[config.mk]
export PLATFORM = sky130hd
export DESIGN_NAME = serie_paralelo_flat
export DESIGN_NICKNAME = d
export VERILOG_FILES = /design/src/rtl/serie_paralelo_if.sv /design/src/rtl/serie_paralelo.sv /design/src/flat_wrapper.sv
export SDC_FILE = /design/constraint.sdc
export NUM_CORES = 1
export LEC_CHECK = 0
export ABC_AREA = 1
export BUFFER_PORTS_ARGS = -buffer_cell sky130_fd_sc_hd__buf_4
export CORE_ASPECT_RATIO = 1.2
export CORE_MARGIN = 2
export CORE_UTILIZATION = 60
export CTS_BUF_LIST = sky130_fd_sc_hd__clkbuf_8
export DETAILED_ROUTE_END_ITERATION = 12
export PLACE_DENSITY = 0.82
export SLEW_MARGIN = 25
export SYNTH_ARGS = -nofsm -noshare
export SYNTH_HDL_FRONTEND = slang
export SYNTH_SLANG_ARGS = --single-unit
[constraint.sdc]
create_clock -name clk_8f -period 3.1 [get_ports clk_8f]
set_input_delay 0.155 -clock clk_8f [delete_from_list [all_inputs] [get_ports clk_8f]]
set_output_delay 0.155 -clock clk_8f [all_outputs]
set_load 0.02 [all_outputs]
[src/rtl/serie_paralelo_if.sv]
// Lane interface for the serial-to-parallel receiver.
// Carries the serial input bit and the parallel byte outputs.
// With SP_BYTE_COUNT_EN defined, it also carries the 16-bit delivered-byte counter.
interface serie_paralelo_if;
    logic       data_inS;
    logic [7:0] data_outP;
    logic       valid_out;
    logic       byte_strobe;
    logic       active;
`ifdef SP_BYTE_COUNT_EN
    logic [15:0] byte_count;
`endif

`ifdef SP_BYTE_COUNT_EN
    // Serializer side: drives the bitstream and observes the delivered bytes
    modport master (
        output data_inS,
        input  data_outP,
        input  valid_out,
        input  byte_strobe,
        input  active,
        input  byte_count
    );

    // Receiver side: the serie_paralelo block itself
    modport slave (
        input  data_inS,
        output data_outP,
        output valid_out,
        output byte_strobe,
        output active,
        output byte_count
    );
`else
    // Serializer side: drives the bitstream and observes the delivered bytes
    modport master (
        output data_inS,
        input  data_outP,
        input  valid_out,
        input  byte_strobe,
        input  active
    );

    // Receiver side: the serie_paralelo block itself
    modport slave (
        input  data_inS,
        output data_outP,
        output valid_out,
        output byte_strobe,
        output active
    );
`endif
endinterface

[src/rtl/serie_paralelo.sv]
// Receive-side serial-to-parallel converter for one PHY lane.
// It hunts for the COM symbol in the MSB-first bitstream to find byte alignment.
// It declares the lane active after COM_NEEDED consecutive aligned COMs.
// Once active, it delivers each byte with a valid flag and a one-cycle strobe.
// Optional feature: define SP_BYTE_COUNT_EN to add the 16-bit byte_count output.
module serie_paralelo #(
    parameter logic [7:0]  COM_SYMBOL = 8'hBC,
    parameter int unsigned COM_NEEDED = 4
) (
    input logic             clk_8f,
    input logic             reset,
    serie_paralelo_if.slave lane
);

    typedef enum logic [1:0] {
        SEARCH = 2'd0,
        LOCK   = 2'd1,
        ACTIVE = 2'd2
    } state_t;

    localparam logic [3:0] COM_NEEDED_W = 4'(COM_NEEDED);

    // The oldest bit of the 8-bit window ages out as the new bit arrives.
    // Only the seven most recent bits need to be kept between edges.
    logic [6:0] sr;
    logic [2:0] bc;
    logic [3:0] cc;
    state_t     state;

    logic [7:0] nb;
    logic       is_com;
    logic       byte_done;

    assign nb        = {sr, lane.data_inS};
    assign is_com    = (nb == COM_SYMBOL);
    assign byte_done = (bc == 3'd7);

    // Alignment FSM plus registered byte outputs, all advancing on the bit clock
    always_ff @(posedge clk_8f or posedge reset) begin
        if (reset) begin
            sr               <= '0;
            bc               <= '0;
            cc               <= '0;
            state            <= SEARCH;
            lane.data_outP   <= 8'h00;
            lane.valid_out   <= 1'b0;
            lane.byte_strobe <= 1'b0;
            lane.active      <= 1'b0;
`ifdef SP_BYTE_COUNT_EN
            lane.byte_count  <= 16'h0000;
`endif
        end else begin
            sr               <= nb[6:0];
            lane.byte_strobe <= 1'b0;
            case (state)
                SEARCH: begin
                    if (is_com) begin
                        bc <= 3'd0;
                        cc <= 4'd1;
                        if (COM_NEEDED_W == 4'd1) begin
                            state       <= ACTIVE;
                            lane.active <= 1'b1;
                        end else begin
                            state <= LOCK;
                        end
                    end
                end
                LOCK: begin
                    bc <= bc + 3'd1;
                    if (byte_done) begin
                        if (is_com) begin
                            cc <= cc + 4'd1;
                            if (cc + 4'd1 == COM_NEEDED_W) begin
                                state       <= ACTIVE;
                                lane.active <= 1'b1;
                            end
                        end else begin
                            state <= SEARCH;
                            cc    <= 4'd0;
                        end
                    end
                end
                ACTIVE: begin
                    bc <= bc + 3'd1;
                    if (byte_done) begin
                        lane.byte_strobe <= 1'b1;
                        if (is_com) begin
                            lane.valid_out <= 1'b0;
                        end else begin
                            lane.data_outP <= nb;
                            lane.valid_out <= 1'b1;
`ifdef SP_BYTE_COUNT_EN
                            lane.byte_count <= lane.byte_count + 16'd1;
`endif
                        end
                    end
                end
                default: begin
                    state <= SEARCH;
                end
            endcase
        end
    end

endmodule

[src/flat_wrapper.sv]
// flat-port wrapper written by rule: the top's interface ports become plain ports
module serie_paralelo_flat 
#(
    parameter logic [7:0]  COM_SYMBOL = 8'hBC,
    parameter int unsigned COM_NEEDED = 4
)
  (clk_8f, reset, lane_data_inS, lane_data_outP, lane_valid_out, lane_byte_strobe, lane_active);
  serie_paralelo_if lane_i ();
  input logic clk_8f;
  input logic reset;
  input wire logic [$bits(lane_i.data_inS)-1:0] lane_data_inS;
  output wire logic [$bits(lane_i.data_outP)-1:0] lane_data_outP;
  output wire logic [$bits(lane_i.valid_out)-1:0] lane_valid_out;
  output wire logic [$bits(lane_i.byte_strobe)-1:0] lane_byte_strobe;
  output wire logic [$bits(lane_i.active)-1:0] lane_active;
  assign lane_i.data_inS = lane_data_inS;
  assign lane_data_outP = lane_i.data_outP;
  assign lane_valid_out = lane_i.valid_out;
  assign lane_byte_strobe = lane_i.byte_strobe;
  assign lane_active = lane_i.active;
  serie_paralelo #(.COM_SYMBOL(COM_SYMBOL), .COM_NEEDED(COM_NEEDED)) u_core (.clk_8f(clk_8f), .reset(reset), .lane(lane_i));
endmodule
==> impl_metrics.json, run 1 <==
{
  "start_util_pct": 64.91,
  "grt_setup_unrepaired": "false",
  "first_iter_violations": 14,
  "ys_warn_count": 0,
  "drv_cap": 0,
  "grt-busiest-layer": "met2",
  "fmax_mhz": 603.3,
  "setup.worst_path.end_class": "flip-flop",
  "cp_common_cell": "nand2_1",
  "peakVddDrop_uv": 514.9,
  "synth_area_um2": 1215,
  "leakage_uw": 0.0007404,
  "grt_pass1_vias": 862,
  "outcome": "complete, no violations",
  "cp_cell_sequence": "dlygate4sd3_1 > buf_4 > inv_1 > nand2_1 > nor2_1 > nand2_2 > nand2_1 > o21ai_0",
  "muxShareOfSynthArea_pct": 0,
  "slowest_stage": "dlygate4sd3_1",
  "grtUsageMet3_pct": 2.048,
  "hpwl_mm": 1.467,
  "root_buffer": "clkbuf_8",
  "seq_area_frac_synth_pct": 55.61,
  "slew_viol_final": 0,
  "grt_max_degree": 28,
  "yosys.area_share.adder_pct": 7.209,
  "reg2reg_setup_slack_ns": 1.49,
  "grt_antenna_before_repair": 0,
  "gp_congestion": 0.8451,
  "track_usage_pct": 20.16,
  "cts_tree": "yes",
  "maxSlewHeadroom_pct": 63.77,
  "synth.avg_cell_area_um2": 9.135,
  "drt_first_pass_iters": 4,
  "use_met1_pct": 23.71,
  "areaGrowthSynthToFinish_pct": 14.42,
  "vias": 917,
  "skew_ns": 0.01054,
  "critPathMaxFanout": 13,
  "setup_tns_ns": 0,
  "synth_top_family_by_area": "simple AND/OR/NAND/NOR gates",
  "critPathArrivalTime_ns": 1.82,
  "final_common_cell": "nand2_1",
  "post-route-min-period_ns": 1.657,
  "fin_nets": 161,
  "row_count": 17,
  "grt_pass1_wl_mm": 3.491,
  "coreArea_um2": 1872,
  "critical_path_required_ns": 3.26,
  "chipWidth_um": 45.08,
  "setup_viol_count_final": 0,
  "crit_path_start_kind": "input port",
  "yosys.area_share.xor_xnor_pct": 0,
  "postRouteAntennaNets": 0,
  "numClockSinks": 27,
  "use_met2_pct": 35.48,
  "worst_skew_pair.late_latency_ns": 0.28,
  "routed_wirelength_mm": 2.030,
  "synth_fp_nets": 143,
  "hold_path.class": "reg2reg",
  "cts_resized": 0,
  "final_cell_mix": "nand2_1, dfrtp_1, buf_4, inv_1, nand3_1",
  "antenna_cells": 0,
  "synth_compound_area_share_pct": 6.179,
  "overflow": 0,
  "ys_ff_latch": 27,
  "viasPerCell": 5.426,
  "clockBufferDepth": 2,
  "cpPeakStageDelay_ns": 0.55,
  "numCtsBuffers": 3,
  "port_buffers": 13,
  "cp_top_family": "simple AND/OR/NAND/NOR gates",
  "critical_path_class": "in2reg",
  "drive_gt1_share_pct": 17.33,
  "syn_inst": 133,
  "cts_setup_buffers": 0,
  "dieArea_um2": 2402,
  "drc": 0,
  "p_per_area_nw_per_um2": 609.8,
  "synthSimpleGateAreaFrac_pct": 25.33,
  "holdWs_ns": 0.3950,
  "worst_pin_slew_ns": 0.5426,
  "critical_path_buf_inv_count": 3,
  "die_h_um": 53.29,
  "synth_cell_type_count": 19,
  "ios": 14,
  "final.period_utilization_pct": 53.47,
  "finalHoldViolCount": 0,
  "cts.htree.levels": 1,
  "clk_pin_slew_ns": 0.10,
  "post_drt_wl_per_cell_um": 12.01
}
path summary, 6_finish.rpt:
| check | start | depth (start not counted) | end |
|---|---|---|---|
| max | lane_data_inS | 8 | u_core.lane.data_outP[1]$_DFFE_PP0P_ |
| min | u_core.sr[5]$_DFF_PP0_ | 0 | u_core.sr[6]$_DFF_PP0_ |
| max reg2reg | u_core.bc[0]$_DFFE_PP0P_ | 6 | u_core.lane.data_outP[1]$_DFFE_PP0P_ |
| min reg2reg | u_core.sr[5]$_DFF_PP0_ | 0 | u_core.sr[6]$_DFF_PP0_ |
| max in group asynchronous | reset | 3 | u_core.cc[1]$_DFFE_PP0P_ |
| min in group asynchronous | reset | 3 | u_core.sr[6]$_DFF_PP0_ |
where the power goes:
part           internal (uW)  switching (uW)  total [uW]
clock                   94.4             115         210
sequential               387            29.6         417
combinational           81.8             139         221
total                    564             284         848
area by class of cell:
class,instances,area [um^2]
Clock buffer,3,41.29
Clock inverter,1,8.758
Fill cell,143,481.7
Inverter,14,52.55
Multi-Input combinational cell,90,470.5
Sequential cell,27,675.6
Tap cell,19,23.77
Timing Repair Buffer,15,117.6
kinds of logic (layout without fill, tap and decap cells):
| logic type | Yosys count | count (layout) |
|---|---|---|
| buf+inv | 16 | 33 |
| fa+ha+maj | 7 | 7 |
| flops | 27 | 27 |
| simple gates | 73 | 73 |
| compound gates | 10 | 10 |
per-layer routing:
metal / share of wire [%] / up-vias
met4: 2.2 / 0
li1: - / 454
met1: 44 / 437
met5: 0 / -
met2: 51 / 22
met3: 2.8 / 4
stage by stage:
step	cell area, um^2	instances	utilization [%]	setup WS (ns)	power, uW
after floorplan	1215	133	-	1.648	598.3
after global placement	1320	163	70.52	1.517	629.2
after detailed placement	1320	163	70.52	1.484	640.7
after CTS	1380	168	73.73	1.452	850.3
after global routing	1390	169	74.26	1.252	899.5
final	1390	169	74.26	1.443	847.6
flip-flops by register name, indices dropped and copies added, names as in the netlist:
name and cells:
u_core.lane.data_outP 8, u_core.sr 7, u_core.cc 4, u_core.bc 3, u_core.state 2, u_core.lane.active 1
u_core.lane.byte_strobe 1, u_core.lane.valid_out 1
synth_stat cells:
master    number  area share (%)
a21oi_4        2             2.7
buf_2          1            0.41
buf_6          1            0.93
dfrtp_1       27              56
ha_1           7             7.2
inv_1         13             4.0
inv_2          1            0.31
nand2_1       50              15
nand2_2        3             1.5
nand3_1       11             4.5
nand4_1        1            0.52
nor2_1         3            0.93
nor2_2         1            0.52
nor3_1         2            0.82
o21ai_0        4             1.6
o21ai_1        3             1.2
o21bai_1       1            0.62
or2_1          1            0.52
or2_2          1            0.52
repair_timing:
action	CTS	global route
endpoints found under the hold margin	1	27
hold buffers	1	1
setup endpoints to repair	0	0
Power figures use the tool's default switching activity.
==> run 2: changes to the inputs <==
--- a/config.mk
+++ b/config.mk
@@ -5,14 +5,14 @@
 export SDC_FILE = /design/constraint.sdc
 export NUM_CORES = 1
 export LEC_CHECK = 0
-export ABC_AREA = 1
+export ABC_AREA = 0
 export BUFFER_PORTS_ARGS = -buffer_cell sky130_fd_sc_hd__buf_4
 export CORE_ASPECT_RATIO = 1.2
 export CORE_MARGIN = 2
-export CORE_UTILIZATION = 60
+export CORE_UTILIZATION = 59
 export CTS_BUF_LIST = sky130_fd_sc_hd__clkbuf_8
 export DETAILED_ROUTE_END_ITERATION = 12
-export PLACE_DENSITY = 0.82
+export PLACE_DENSITY = 0.8
 export SLEW_MARGIN = 25
 export SYNTH_ARGS = -nofsm -noshare
 export SYNTH_HDL_FRONTEND = slang
==> constraint.sdc (replaced) <==
create_clock -name clk_8f -period 1.65 [get_ports clk_8f]
set_input_delay 0.0825 -clock clk_8f [delete_from_list [all_inputs] [get_ports clk_8f]]
set_output_delay 0.0825 -clock clk_8f [all_outputs]
set_load 0.02 [all_outputs]
==> impl_metrics.json, run 2 <==
{
  "numClockSinks": 27,
  "synth_area_um2": 1239,
  "ios": 14,
  "post_drt_wl_per_cell_um": 20.15,
  "power.switching_uw": 294.5,
  "timing.rr.start": "u_core.sr[0]$_DFF_PP0_",
  "cp_cell_sequence": "or4b_4 > o21ai_4 > o21ai_4 > mux2_4",
  "synthArstFlopShare_pct": 100.0,
  "cts_tree": "yes",
  "reg.largest.list": "u_core.lane.data_outP x8, u_core.sr x7, u_core.cc x4",
  "nFillCells": 103,
  "postRouteAntennaNets": 0,
  "reg2reg_setup_slack_ns": -0.11,
  "areaGrowthSynthToFinish_pct": 36.16,
  "first_iter_violations": 24,
  "cpPeakStageDelay_ns": 0.60,
  "clk_pin_slew_ns": 0.08,
  "crit_path_start_kind": "flip-flop",
  "grt_setup_unrepaired": "true",
  "holdPathEnd": "u_core.lane.data_outP[0]$_DFFE_PP0P_",
  "grtUsageMet3_pct": 6.711,
  "synth_ff_type": "dfrtp_1",
  "drv_cap": 0,
  "dp.cells": 146,
  "skew_ns": 0.003143,
  "dieArea_um2": 2483,
  "p_per_area_nw_per_um2": 712.4,
  "combinationalPowerShare_pct": 12.4,
  "setup_slack_ns": -0.1097,
  "cp_top_family": "simple AND/OR/NAND/NOR gates",
  "leakage_uw": 0.0008763,
  "power_switching_share_pct": 24.51,
  "synth_cell_type_count": 31,
  "layout.cells.non_filler": 157,
  "synth_most_common_cell": "dfrtp_1",
  "final_cell_mix": "buf_4, dfrtp_1, inv_1, a22o_1, mux2_4",
  "chipWidth_um": 45.83,
  "die_h_um": 54.19,
  "seq_power_share_pct": 57.7,
  "yosys.area.top_type": "dfrtp_1",
  "overflow": 0,
  "violations": "negative setup slack",
  "fmax_mhz": 568.3,
  "antenna_cells": 0,
  "cp_common_cell": "o21ai_4",
  "outcome": "complete, but fails checks",
  "ys_ff_latch": 27,
  "use_met1_pct": 31.53,
  "routed_wirelength_mm": 3.164,
  "grt_antenna_before_repair": 0,
  "syn_inst": 99,
  "r2r-end": "u_core.bc[0]$_DFFE_PP0P_",
  "root_buffer": "clkbuf_8",
  "critPathArrivalTime_ns": 1.92,
  "worst_pin_slew_ns": 0.4074,
  "regMostFlops": "u_core.lane.data_outP",
  "critPathMaxFanout": 5,
  "grt-busiest-layer": "met2",
  "slowest_stage": "or4b_4",
  "gp_congestion": 0.7640,
  "start_util_pct": 61.11,
  "reg2reg_depth": 4,
  "yosys-top-cells-area": "dfrtp_1, mux2_2, ha_1",
  "hold_start": "lane_data_inS",
  "coreArea_um2": 2027,
  "finalPower_uw": 1202,
  "setup.worst_path.end_class": "flip-flop",
  "numCtsBuffers": 3,
  "ys_top_cells_by_count": "dfrtp_1, inv_1, a22o_1, mux2_2, ha_1",
  "drc": 0,
  "grt_pass1_vias": 982,
  "p_clk_share_pct": 29.9,
  "slew_viol_final": 0,
  "seq_area_frac_synth_pct": 54.55,
  "holdWs_ns": 0.07285,
  "synth_edf_count": 0,
  "ys_warn_count": 0,
  "viasPerCell": 6.178,
  "grt_max_degree": 28,
  "track_usage_pct": 28.67,
  "drt_first_pass_iters": 4,
  "holdPathStages": 2,
  "port_buffers": 13,
  "setup_viol_count_final": 14,
  "p_int_uw": 907.1,
  "grt_pass1_wl_mm": 4.761,
  "fin_nets": 148,
  "preCtsSetupSlack_ns": -0.2235,
  "row_count": 18,
  "use_met2_pct": 51.17,
  "maxSlewHeadroom_pct": 72.84,
  "fin_util_pct": 83.21,
  "finalHoldViolCount": 0,
  "cts.htree.levels": 1,
  "final_common_cell": "buf_4",
  "hpwl_mm": 1.880,
  "critical_path_buf_inv_count": 0,
  "post-route-min-period_ns": 1.760,
  "synth.avg_cell_area_um2": 12.51,
  "peakVddDrop_uv": 725.0,
  "largest_reg_flops": 8,
  "drive_gt1_share_pct": 43.80,
  "critical_path_required_ns": 1.81,
  "vias": 970,
  "critical_path_class": "reg2reg",
  "clockBufferDepth": 2,
  "hold_path.class": "in2reg",
  "worst_skew_pair.late_latency_ns": 0.27,
  "final.period_utilization_pct": 106.6,
  "synth_fp_nets": 109,
  "synth_top_cell_area_share_pct": 54.55
}
[run 2: changes by cell type after synthesis, moves of 3 or more]
cell / before / now
o21ai_0: 4 / 0
nand2_2: 3 / 0
nand3_1: 11 / 2
nand2_1: 50 / 4
a22o_1: 0 / 8
a21oi_1: 0 / 5
inv_1: 13 / 9
o31ai_1: 0 / 3
mux2_2: 0 / 8
[run 2: final cells by class]
type | instances | area, um^2 | share of cell area (%)
Sequential cell | 27 | 675.6 | 40.06
Multi-Input combinational cell | 61 | 615.6 | 36.50
Timing Repair Buffer | 36 | 291.5 | 17.28
Clock buffer | 3 | 41.29 | 2.448
Inverter | 9 | 33.78 | 2.003
Tap cell | 20 | 25.02 | 1.484
Clock inverter | 1 | 3.754 | 0.2226
[run 2: what timing repair did]
item / CTS / global route
buffers inserted: 3 / 2
endpoints found under the setup margin: 19 / 16
pin swaps: 7 / 9
hold endpoints to repair: 28 / 0
gates resized for setup: 15 / 7
hold buffers: 2 / 0
[run 2: cells by family after synthesis]
group	share of synthesized area, %
flip-flops	54.55
AND/OR/NAND/NOR	10.20
AO/OA/AOI/OAI	17.27
buffers and inverters	3.636
adder cells (fa/ha/maj)	7.070
multiplexers	7.273
[run 2: worst max-delay path by stage]
stage | startpoint | end | cells after the start
final | u_core.sr[0]$_DFF_PP0_ | u_core.bc[0]$_DFFE_PP0P_ | 4
after detailed placement | u_core.sr[5]$_DFF_PP0_ | u_core.cc[0]$_DFFE_PP0P_ | 5
after floorplan | u_core.sr[5]$_DFF_PP0_ | u_core.lane.data_outP[0]$_DFFE_PP0P_ | 4
after global routing | u_core.sr[0]$_DFF_PP0_ | u_core.bc[0]$_DFFE_PP0P_ | 4
after global placement | u_core.sr[5]$_DFF_PP0_ | u_core.cc[0]$_DFFE_PP0P_ | 5
after CTS | u_core.sr[0]$_DFF_PP0_ | u_core.lane.data_outP[6]$_DFFE_PP0P_ | 4
[run 2: power by group through the flow]
stage          registers, uW  clock network, uW  logic (uW)
6_report                 693                359         149
5_1_grt                  694                394         160
4_1_cts                  692                362         135
3_5_place_dp             705                  0         125
3_3_place_gp             703                  0         114
2_1_floorplan            702                  0        76.6
[run 2: layer usage]
layer / up-vias / wire length, um
met5: - / 0
met4: 0 / 65
met3: 10 / 103
met2: 28 / 1771
met1: 495 / 1224
li1: 437 / -
[run 2: stage by stage]
stage | cell area [um^2] | TNS (ns)
4_1_cts | 1644 | -0.4371
3_5_place_dp | 1478 | -2.676
2_1_floorplan | 1250 | -0.6196
3_3_place_gp | 1478 | -1.765
5_1_grt | 1687 | -1.576
6_report | 1687 | -1.115
